--- config.mk ---
export PLATFORM = sky130hd
export DESIGN_NAME = axi_read_arbiter
export DESIGN_NICKNAME = d
export VERILOG_FILES = /design/src/rtl/axi_arb_pkg.sv /design/src/rtl/axi_read_arbiter_rr_pick.sv /design/src/rtl/axi_read_arbiter.sv
export SDC_FILE = /design/constraint.sdc
export NUM_CORES = 1
export LEC_CHECK = 0
export CAP_MARGIN = 25
export CORE_UTILIZATION = 36
export CTS_BUF_LIST = sky130_fd_sc_hd__clkbuf_8
export CTS_CLUSTER_DIAMETER = 100
export CTS_CLUSTER_SIZE = 14
export DETAILED_ROUTE_END_ITERATION = 6
export HOLD_SLACK_MARGIN = 0.15
export PLACE_DENSITY = 0.83
export SYNTH_ARGS = -nofsm -noshare
export SYNTH_HDL_FRONTEND = slang
export SYNTH_SLANG_ARGS = --single-unit
--- constraint.sdc ---
create_clock -name clk -period 2.4 [get_ports clk]
set_clock_uncertainty 0.15 [all_clocks]
set_input_delay 0.36 -clock clk [delete_from_list [all_inputs] [get_ports clk]]
set_output_delay 0.36 -clock clk [all_outputs]
set_load 0.05 [all_outputs]
--- src/rtl/axi_arb_pkg.sv ---
// Shared types and constants for the AXI4 read-port arbiter.
//   arb_state_t    : arbiter FSM states
//   AXI_SIZE_4B    : ARSIZE for 32-bit beats
//   AXI_BURST_INCR : ARBURST encoding for incrementing bursts
//   AXI_LEN_W      : width of ARLEN
//   idx_width()    : bits needed to index n masters (at least 1)
package axi_arb_pkg;

  typedef enum logic [1:0] {
    ARB_IDLE = 2'd0,
    ARB_ADDR = 2'd1,
    ARB_DATA = 2'd2
  } arb_state_t;

  localparam logic [2:0] AXI_SIZE_4B    = 3'b010;
  localparam logic [1:0] AXI_BURST_INCR = 2'b01;

  localparam int unsigned AXI_LEN_W = 8;

  function automatic int unsigned idx_width(input int unsigned n);
    return (n > 1) ? $clog2(n) : 1;
  endfunction

endpackage

--- src/rtl/axi_read_arbiter_rr_pick.sv ---
// Combinational round-robin priority picker.
// The search starts at ptr and wraps modulo NUM_MASTERS; the first set
// request wins.
//   req     : per-master request vector
//   ptr     : index with highest priority this cycle
//   gnt_idx : index of the winner (0 when gnt_any is low)
//   gnt_any : at least one request is set
module rr_pick
  import axi_arb_pkg::*;
#(
  parameter  int unsigned NUM_MASTERS = 2,
  localparam int unsigned IDX_W       = idx_width(NUM_MASTERS)
) (
  input  logic [NUM_MASTERS-1:0] req,
  input  logic [IDX_W-1:0]       ptr,
  output logic [IDX_W-1:0]       gnt_idx,
  output logic                   gnt_any
);

  logic [31:0] cand;

  // Walk from the farthest offset back to ptr so the closest request wins.
  always_comb begin
    gnt_idx = '0;
    gnt_any = 1'b0;
    cand    = '0;
    for (int k = int'(NUM_MASTERS) - 1; k >= 0; k--) begin
      cand = (32'(ptr) + 32'(k)) % 32'(NUM_MASTERS);
      if (req[IDX_W'(cand)]) begin
        gnt_idx = IDX_W'(cand);
        gnt_any = 1'b1;
      end
    end
  end

endmodule

--- src/rtl/axi_read_arbiter.sv ---
// Shares the AXI4 read port (AR/R) of the on-chip data RAM between
// NUM_MASTERS requesters. One whole burst is granted at a time; the
// winner's AR is forwarded to the RAM and its R beats are routed back to it.
// Optional build macro ARB_FIXED_PRIORITY_EN: lowest index always wins
// (rr_ptr held at 0); when undefined, arbitration is round-robin.
//
// Ports:
//   clk, rst          : clock, synchronous active-low reset
//   m_araddr/m_arlen  : per-master AR payload, master i in slice i
//   m_arvalid         : per-master AR valid
//   m_arready         : per-master AR accepted (granted master only)
//   m_rdata           : read data, broadcast to all masters
//   m_rvalid/m_rlast  : R valid / last, granted master lane only
//   m_rready          : per-master R ready
//   s_ar*             : AR channel to RAM (id 0, 4-byte INCR)
//   s_r*              : R channel from RAM
module axi_read_arbiter
  import axi_arb_pkg::*;
#(
  parameter int unsigned NUM_MASTERS = 2,
  parameter int unsigned ADDR_WIDTH  = 32,
  parameter int unsigned DATA_WIDTH  = 32
) (
  input  logic                              clk,
  input  logic                              rst,
  input  logic [NUM_MASTERS*ADDR_WIDTH-1:0] m_araddr,
  input  logic [NUM_MASTERS*AXI_LEN_W-1:0]  m_arlen,
  input  logic [NUM_MASTERS-1:0]            m_arvalid,
  output logic [NUM_MASTERS-1:0]            m_arready,
  output logic [DATA_WIDTH-1:0]             m_rdata,
  output logic [NUM_MASTERS-1:0]            m_rlast,
  output logic [NUM_MASTERS-1:0]            m_rvalid,
  input  logic [NUM_MASTERS-1:0]            m_rready,
  output logic                              s_arid,
  output logic [ADDR_WIDTH-1:0]             s_araddr,
  output logic [AXI_LEN_W-1:0]              s_arlen,
  output logic [2:0]                        s_arsize,
  output logic [1:0]                        s_arburst,
  output logic                              s_arvalid,
  input  logic                              s_arready,
  input  logic [DATA_WIDTH-1:0]             s_rdata,
  input  logic                              s_rlast,
  input  logic                              s_rvalid,
  output logic                              s_rready
);

  localparam int unsigned       IDX_W    = idx_width(NUM_MASTERS);
  localparam int unsigned       LEN_W    = AXI_LEN_W;
  localparam logic [IDX_W-1:0]  LAST_IDX = IDX_W'(NUM_MASTERS - 1);

  arb_state_t        state;
  logic [IDX_W-1:0]  grant_reg;
  logic [IDX_W-1:0]  rr_ptr;
  logic [IDX_W-1:0]  pick_idx;
  logic              pick_any;
  logic [LEN_W-1:0]  beat_cnt;
  logic              beat_done;
  logic              burst_end;

  logic [ADDR_WIDTH-1:0] addr_arr [NUM_MASTERS];
  logic [LEN_W-1:0]      len_arr  [NUM_MASTERS];

  // Unpack the per-master AR payloads.
  for (genvar i = 0; i < int'(NUM_MASTERS); i++) begin : g_unpack
    assign addr_arr[i] = m_araddr[i*ADDR_WIDTH +: ADDR_WIDTH];
    assign len_arr[i]  = m_arlen[i*LEN_W +: LEN_W];
  end

  rr_pick #(
    .NUM_MASTERS (NUM_MASTERS)
  ) u_rr_pick (
    .req     (m_arvalid),
    .ptr     (rr_ptr),
    .gnt_idx (pick_idx),
    .gnt_any (pick_any)
  );

  // A beat completes on the RAM side; the burst ends on rlast or on the
  // local beat count, whichever comes first (tolerates a late rlast).
  assign beat_done = (state == ARB_DATA) && s_rvalid && s_rready;
  assign burst_end = beat_done && (s_rlast || (beat_cnt == s_arlen));

  // Arbiter FSM with registered AR request and round-robin pointer.
  always_ff @(posedge clk) begin
    if (!rst) begin
      state     <= ARB_IDLE;
      grant_reg <= '0;
      rr_ptr    <= '0;
      s_arvalid <= 1'b0;
      s_araddr  <= '0;
      s_arlen   <= '0;
      beat_cnt  <= '0;
    end else begin
      case (state)
        ARB_IDLE: begin
          if (pick_any) begin
            grant_reg <= pick_idx;
            s_araddr  <= addr_arr[pick_idx];
            s_arlen   <= len_arr[pick_idx];
            s_arvalid <= 1'b1;
            beat_cnt  <= '0;
            state     <= ARB_ADDR;
          end
        end
        ARB_ADDR: begin
          if (s_arready) begin
            s_arvalid <= 1'b0;
            state     <= ARB_DATA;
          end
        end
        ARB_DATA: begin
          if (burst_end) begin
            state <= ARB_IDLE;
`ifdef ARB_FIXED_PRIORITY_EN
            rr_ptr <= '0;
`else
            rr_ptr <= (grant_reg == LAST_IDX) ? '0 : grant_reg + IDX_W'(1);
`endif
          end else if (beat_done) begin
            beat_cnt <= beat_cnt + LEN_W'(1);
          end
        end
        default: state <= ARB_IDLE;
      endcase
    end
  end

  // Handshake routing: only the granted lane ever sees ready/valid/last.
  always_comb begin
    m_arready = '0;
    m_rvalid  = '0;
    m_rlast   = '0;
    s_rready  = 1'b0;
    case (state)
      ARB_ADDR: m_arready[grant_reg] = s_arvalid && s_arready;
      ARB_DATA: begin
        s_rready            = m_rready[grant_reg];
        m_rvalid[grant_reg] = s_rvalid;
        m_rlast[grant_reg]  = s_rlast;
      end
      default: ;
    endcase
  end

  assign m_rdata   = s_rdata;
  assign s_arid    = 1'b0;
  assign s_arsize  = AXI_SIZE_4B;
  assign s_arburst = AXI_BURST_INCR;

endmodule

==> Yosys cells after proc, flatten, opt, wreduce, memory -nomap -nowiden <==
Cells that the tools add are included.
{ "op_classes": {"n_addsub": 3, "multipliers": 0, "n_div": 0, "magnitude_cmp": 5, "n_eq_ne": 8, "shift": 0, "n_mux": 34, "bitwise": 4, "reduce_logical": 14} }
{ "ops": {"columns": ["operator", "n"], "rows": [
  ["$mux W32", 3],
  ["$mux W8", 6],
  ["$pmux W8 S2", 1],
  ["$mux W1", 15],
  ["$mux W2", 6],
  ["$ne A2 B2 Y1 const B", 5],
  ["$add A8 B1 Y8 const B", 1],
  ["$eq A8 B8 Y1", 1],
  ["$and A2 B2 Y2", 3],
  ["$lt A1 B2 Y1 const B", 3],
  ["$pmux W2 S3", 1],
  ["$reduce_and A3 Y1", 2],
  ["$logic_and A1 B1 Y1", 5],
  ["$reduce_and A2 Y1", 2],
  ["$reduce_and A4 Y1", 1],
  ["$reduce_bool A2 Y1", 2],
  ["$add A1 B1 Y1 const B", 2],
  ["$eq A2 B1 Y1 const B", 1],
  ["$eq A2 B2 Y1 const B", 1],
  ["$ge A2 B2 Y1 const B", 1],
  ["$logic_not A2 Y1", 1],
  ["$not A1 Y2", 1],
  ["$pmux W1 S2", 1],
  ["$demux W1 S1", 1],
  ["other kinds (2)", 2]
]} }
{ "word_totals": {"register_bits": 53, "latch_bits": 0, "mem_bits_rw": 0, "mem_bits_ro": 0, "in_bits": 121, "output_inout_bits": 86, "elab_cells": 75, "n_memories": 0} }

==> Logic depth before layout (Yosys ltp) <==
Gate-level depths: netlist of run 1.
{ "logic_depth": {"depth_word": 9, "ltp_mapped": 6, "mapped_depth_nobuf": 6} }

==> Hierarchy <==
Synthesis of run 1 repeated with hierarchy kept, for this count alone.
{ "hier_totals": {"cells_unflattened": 325, "area_unflattened_um2": 2871.5} }
{ "by_module_without_submodules": {"columns": ["module", "instances", "cells_per_inst", "area_each_um2", "seq_area_each_um2"], "rows": [
  ["axi_read_arbiter", 1, 322, 2854.0, 1061.0],
  ["rr_pick", 1, 3, 17.5, 0.0]
]} }

==> Worst setup path after synthesis of run 1 <==
No wires, ideal clock.
{ "synth_timing": {"kind": "reg2reg", "start": "register s_arlen[1]", "end": "register beat_cnt[4]", "setup_time_ns": 0.095, "arrival_ns": 1.883, "t_required_ns": 2.155, "path_slack_ns": 0.272, "path_stages_with_launch": 6, "n_path_buf": 0, "cell_sequence": "dfxtp_1 > xor2_1 > nor4_2 > a2111oi_4 > nand3_4 > o311ai_1"} }
{ "synth_between": {"elab_chain_cells": 5} }
{ "synth_rtl": {"columns": ["item", "line", "source"], "rows": [
  ["start, declared", "axi_read_arbiter.sv:36", "output logic [AXI_LEN_W-1:0] s_arlen,"],
  ["start signal, assigned", "axi_read_arbiter.sv:99", "s_arlen <= len_arr[pick_idx];"],
  ["$eq A8 B8 Y1", "axi_read_arbiter.sv:81", "assign burst_end = beat_done && (s_rlast || (beat_cnt == s_arlen));"],
  ["$logic_or A1 B1 Y1", "axi_read_arbiter.sv:81", null],
  ["$logic_and A1 B1 Y1", "axi_read_arbiter.sv:81", null],
  ["$ne A2 B2 Y1 (no source line)", null, null],
  ["$reduce_and A4 Y1 (no source line)", null, null],
  ["end signal, assigned", "axi_read_arbiter.sv:120", "beat_cnt <= beat_cnt + LEN_W'(1);"],
  ["end, declared", "axi_read_arbiter.sv:56", "logic [LEN_W-1:0] beat_cnt;"]
]} }
No other way between the ends.
A chain may end at the register's enable or synchronous reset.

==> Worst setup path in the final report of run 1 <==
{ "layout_timing": {"start": "register state[1]", "end": "output m_rvalid[0]"} }
{ "layout_between": {"elab_chain_cells": 2} }
{ "layout_rtl": {"columns": ["item", "line", "source"], "rows": [
  ["start, declared", "axi_read_arbiter.sv:51", "arb_state_t state;"],
  ["start signal, assigned", "axi_read_arbiter.sv:86", "state <= ARB_IDLE;"],
  ["start signal, assigned", "axi_read_arbiter.sv:102", "state <= ARB_ADDR;"],
  ["start signal, assigned", "axi_read_arbiter.sv:108", "state <= ARB_DATA;"],
  ["$eq A2 B2 Y1", "axi_read_arbiter.sv:134", "case (state)"],
  ["$mux W2", "axi_read_arbiter.sv:134", null],
  ["end, declared", "axi_read_arbiter.sv:32", "output logic [NUM_MASTERS-1:0] m_rvalid,"]
]} }
No other way between the ends.

==> flow_summary.ini, run 1 <==
[worst_setup_path]
required_time_of_the_critical_path_ns = 1.89
timing.critical_path.to_type = output pin
critical_path_arrival_ns = 1.64
timing.critical_path.fanout_max = 9
path_class = flip-flop to output pin
startpoint_type = flip-flop

[drt]
avgViaCountPerCell = 4.946
drc = 0
drt_iter0_markers = 60
wire_per_inst_um = 14.04
antenna_violating_nets_post_route = 0
routed_wl_um = 7341
route.vias.total = 2587
wl_met2_um = 3769
drt-met1-wl_um = 2871
maxUsedRoutingLayer = met4
firstDrtPassIters = 4
routed-wl-met3_um = 515

[placement]
portBuffers = 136
gp_routability_congestion = 0.8217
place_hpwl_um = 5843
post-place-ws_ns = 0.2831
placed_area_um2 = 4222

[sta]
grt_setup_unrepaired = false
relSlewSlack_pct = 64.79
timing_worst_slew_pin_value_ns = 0.5265
final_report_max_slew_violation_count = 0
post-route-period-util_pct = 89.49
setup_ws_ns = 0.2522
timing.final.crit_period_ns = 2.148
final.hold.worst_slack_ns = 0.3527
setup_total_negative_slack_ns = 0
max_freq_mhz = 465.6
timing_hold_violations_final = 0
final-setup-viol-count = 0

[flow_run]
max-cap-violations = 0

[floorplanning]
fp.coreArea_um2 = 7727
start_util_pct = 37.24
dieArea_um2 = 8355
placementRows = 32
design.portCount = 207
fp.dieH_um = 91.41
die-width_um = 91.41

[pwr]
max-vdd-ir-drop_mv = 0.2753
total_leakage_power_nw = 1.761
power_per_cell_area_nw_per_um2 = 586.9

[yosys]
dominantRegCellSynth = dfxtp_1
post_synth_main_area_contributors = dfxtp_1 37%, mux2i_1 15%, a211oi_1 10%
synth-seq-area-share_pct = 36.87
number_of_warning_messages_in_the_yosys_log = 0
yosysTopAreaCellShare_pct = 36.87
mappedNetlistArea_um2 = 2878
synth.largest_area_cell = dfxtp_1
synth_enable_flop_cells = 0
syn_avg_cell_area_um2 = 8.937
synth.ff_latch_count = 53
netlist_instances = 322
synth_async_sr_flop_share_pct = 0
number_of_different_library_cells_in_the_post_synthesis_netlist = 37

[cts]
skew_pair_late_insertion_delay_ns = 0.30
root_buffer = clkbuf_8
post_cts_buffers = 0
cts.sink_count = 53
cts.repair.resized = 0
cts.hold.buffers_added = 0
cts-buffers-inserted = 5
cts_max_path_buffers = 2
cts_htree_levels = 2
clk_pin_slew_ns = 0.09
cts_tree = done

[finish]
filler_cell_count = 682
reg.largest.list = s_araddr: 32 flops, beat_cnt: 8 flops, s_arlen: 8 flops
drive_gt1_share_pct = 8.076
register_area_um2 = 1061
top_register = s_araddr
final_nets = 542
final_cell_area_um2 = 4308
number_of_flip_flops_in_the_largest_register = 32
multi_input_area_um2 = 1458
n_antenna_cell = 0
area.growth.synth_to_final_pct = 49.70

[hold_path]
timing.hold.worst.class = flip-flop to flip-flop

[grt]
initial_antenna_violation_count = 0
grt_first_pass_wirelength_um = 12490
number_of_global_route_vias_before_repair = 2665
overflow_left_after_global_routing = 0
grt_max_degree = 45
groute.usage.overall_pct = 18.51

[outcome]
status = finished clean
## synth_stat cells (2+ instances only)
cell / count
nand3_1: 11
buf_2: 4
nor4_2: 2
nand2_1: 10
nor2b_1: 2
o211ai_1: 4
nor3_1: 4
o21ai_1: 2
a21oi_1: 3
o311ai_1: 3
dfxtp_1: 53
clkbuf_1: 15
o21a_1: 2
nand4b_1: 4
xor2_1: 8
a211oi_1: 40
conb_1: 2
buf_4: 39
nor2_1: 49
or3_1: 2
inv_1: 4
mux2i_1: 43
o31ai_1: 2
## placed cells by master (no fill, tap or decap), types with 3 or more instances in the layout
| master | count |
|---|---|
| a211oi_1 | 40 |
| a21oi_1 | 3 |
| buf_12 | 11 |
| buf_4 | 6 |
| clkbuf_8 | 5 |
| clkdlybuf4s50_1 | 129 |
| conb_1 | 6 |
| dfxtp_1 | 53 |
| inv_1 | 4 |
| mux2i_1 | 43 |
| nand2_1 | 10 |
| nand3_1 | 11 |
| nand4b_1 | 4 |
| nor2_1 | 49 |
| nor3_1 | 4 |
| o211ai_1 | 4 |
| o311ai_1 | 3 |
| xor2_1 | 8 |
## critical path: stages (launching register included)
cell and delay (ns):
dfxtp_1 0.54, and2b_2 0.27, nand2_1 0.15, nor2_1 0.21
buf_12 0.17
## metrics by stage
stage / cells / utilization (%) / power, mW
global route: 523 / 55.75 / 2.659
floorplan: 326 / - / 1.795
finish: 523 / 55.75 / 2.528
CTS: 523 / 55.75 / 2.554
detailed placement: 515 / 54.63 / 2.064
global placement: 515 / 54.63 / 2.045
## path summary, 6_finish.rpt
kind	from	to	slack, ns	cells after the start
max reg2reg	state[1]	beat_cnt[4]	0.29	6
max	state[1]	m_rvalid[0]	0.25	4
min reg2reg	s_araddr[24]	s_araddr[24]	0.35	2
min	s_araddr[24]	s_araddr[24]	0.35	2
## report_power, final
group          switching [mW]  total, mW  leakage [nW]  internal, mW
clock network           0.290      0.492        0.0439         0.202
registers              0.0620       1.03         0.438         0.970
logic                   0.586       1.00          1.28         0.419
total                   0.938       2.53          1.76          1.59
## layout make-up
class	instances	share of cell area (%)
timing repair buffer	146	36.13
multi-input combinational	209	33.84
sequential	53	24.63
tap	102	2.963
clock buffer	5	1.597
inverter	5	0.4357
clock inverter	3	0.4066
## kinds of logic (layout without fill, tap and decap cells)
| family | after synthesis | count (layout) | share of synthesized area [%] |
|---|---|---|---|
| multiplexers | 43 | 43 | 14.96 |
| flip-flops | 53 | 53 | 36.87 |
| AND/OR/NAND/NOR | 92 | 92 | 15.61 |
| other | 2 | 6 | 0.2610 |
| adder cells (fa/ha/maj) | 1 | 1 | 0.4347 |
| AO/OA/AOI/OAI | 59 | 59 | 15.83 |
| XOR/XNOR | 8 | 8 | 2.435 |
| buffers and inverters | 64 | 159 | 13.61 |
## layer usage
metal / up-vias / track usage, %
met3: 22 / 5.109
met1: 1151 / 20.42
met5: - / 0
li1: 1299 / -
met2: 115 / 33.02
met4: 0 / 7.937
(Power assumes the default switching activity.)
==> run 2, diff against run 1 <==
- CORE_MARGIN: not set -> 1
- SLEW_MARGIN: not set -> 20
==> results of run 2 <==
No change in the layout: final DEF, timing and power equal those of run 1.
==> run 3, diff against run 2 <==
- TNS_END_PERCENT: not set -> 1
==> results of run 3 <==
No change in the layout: final DEF, timing and power equal those of run 1.
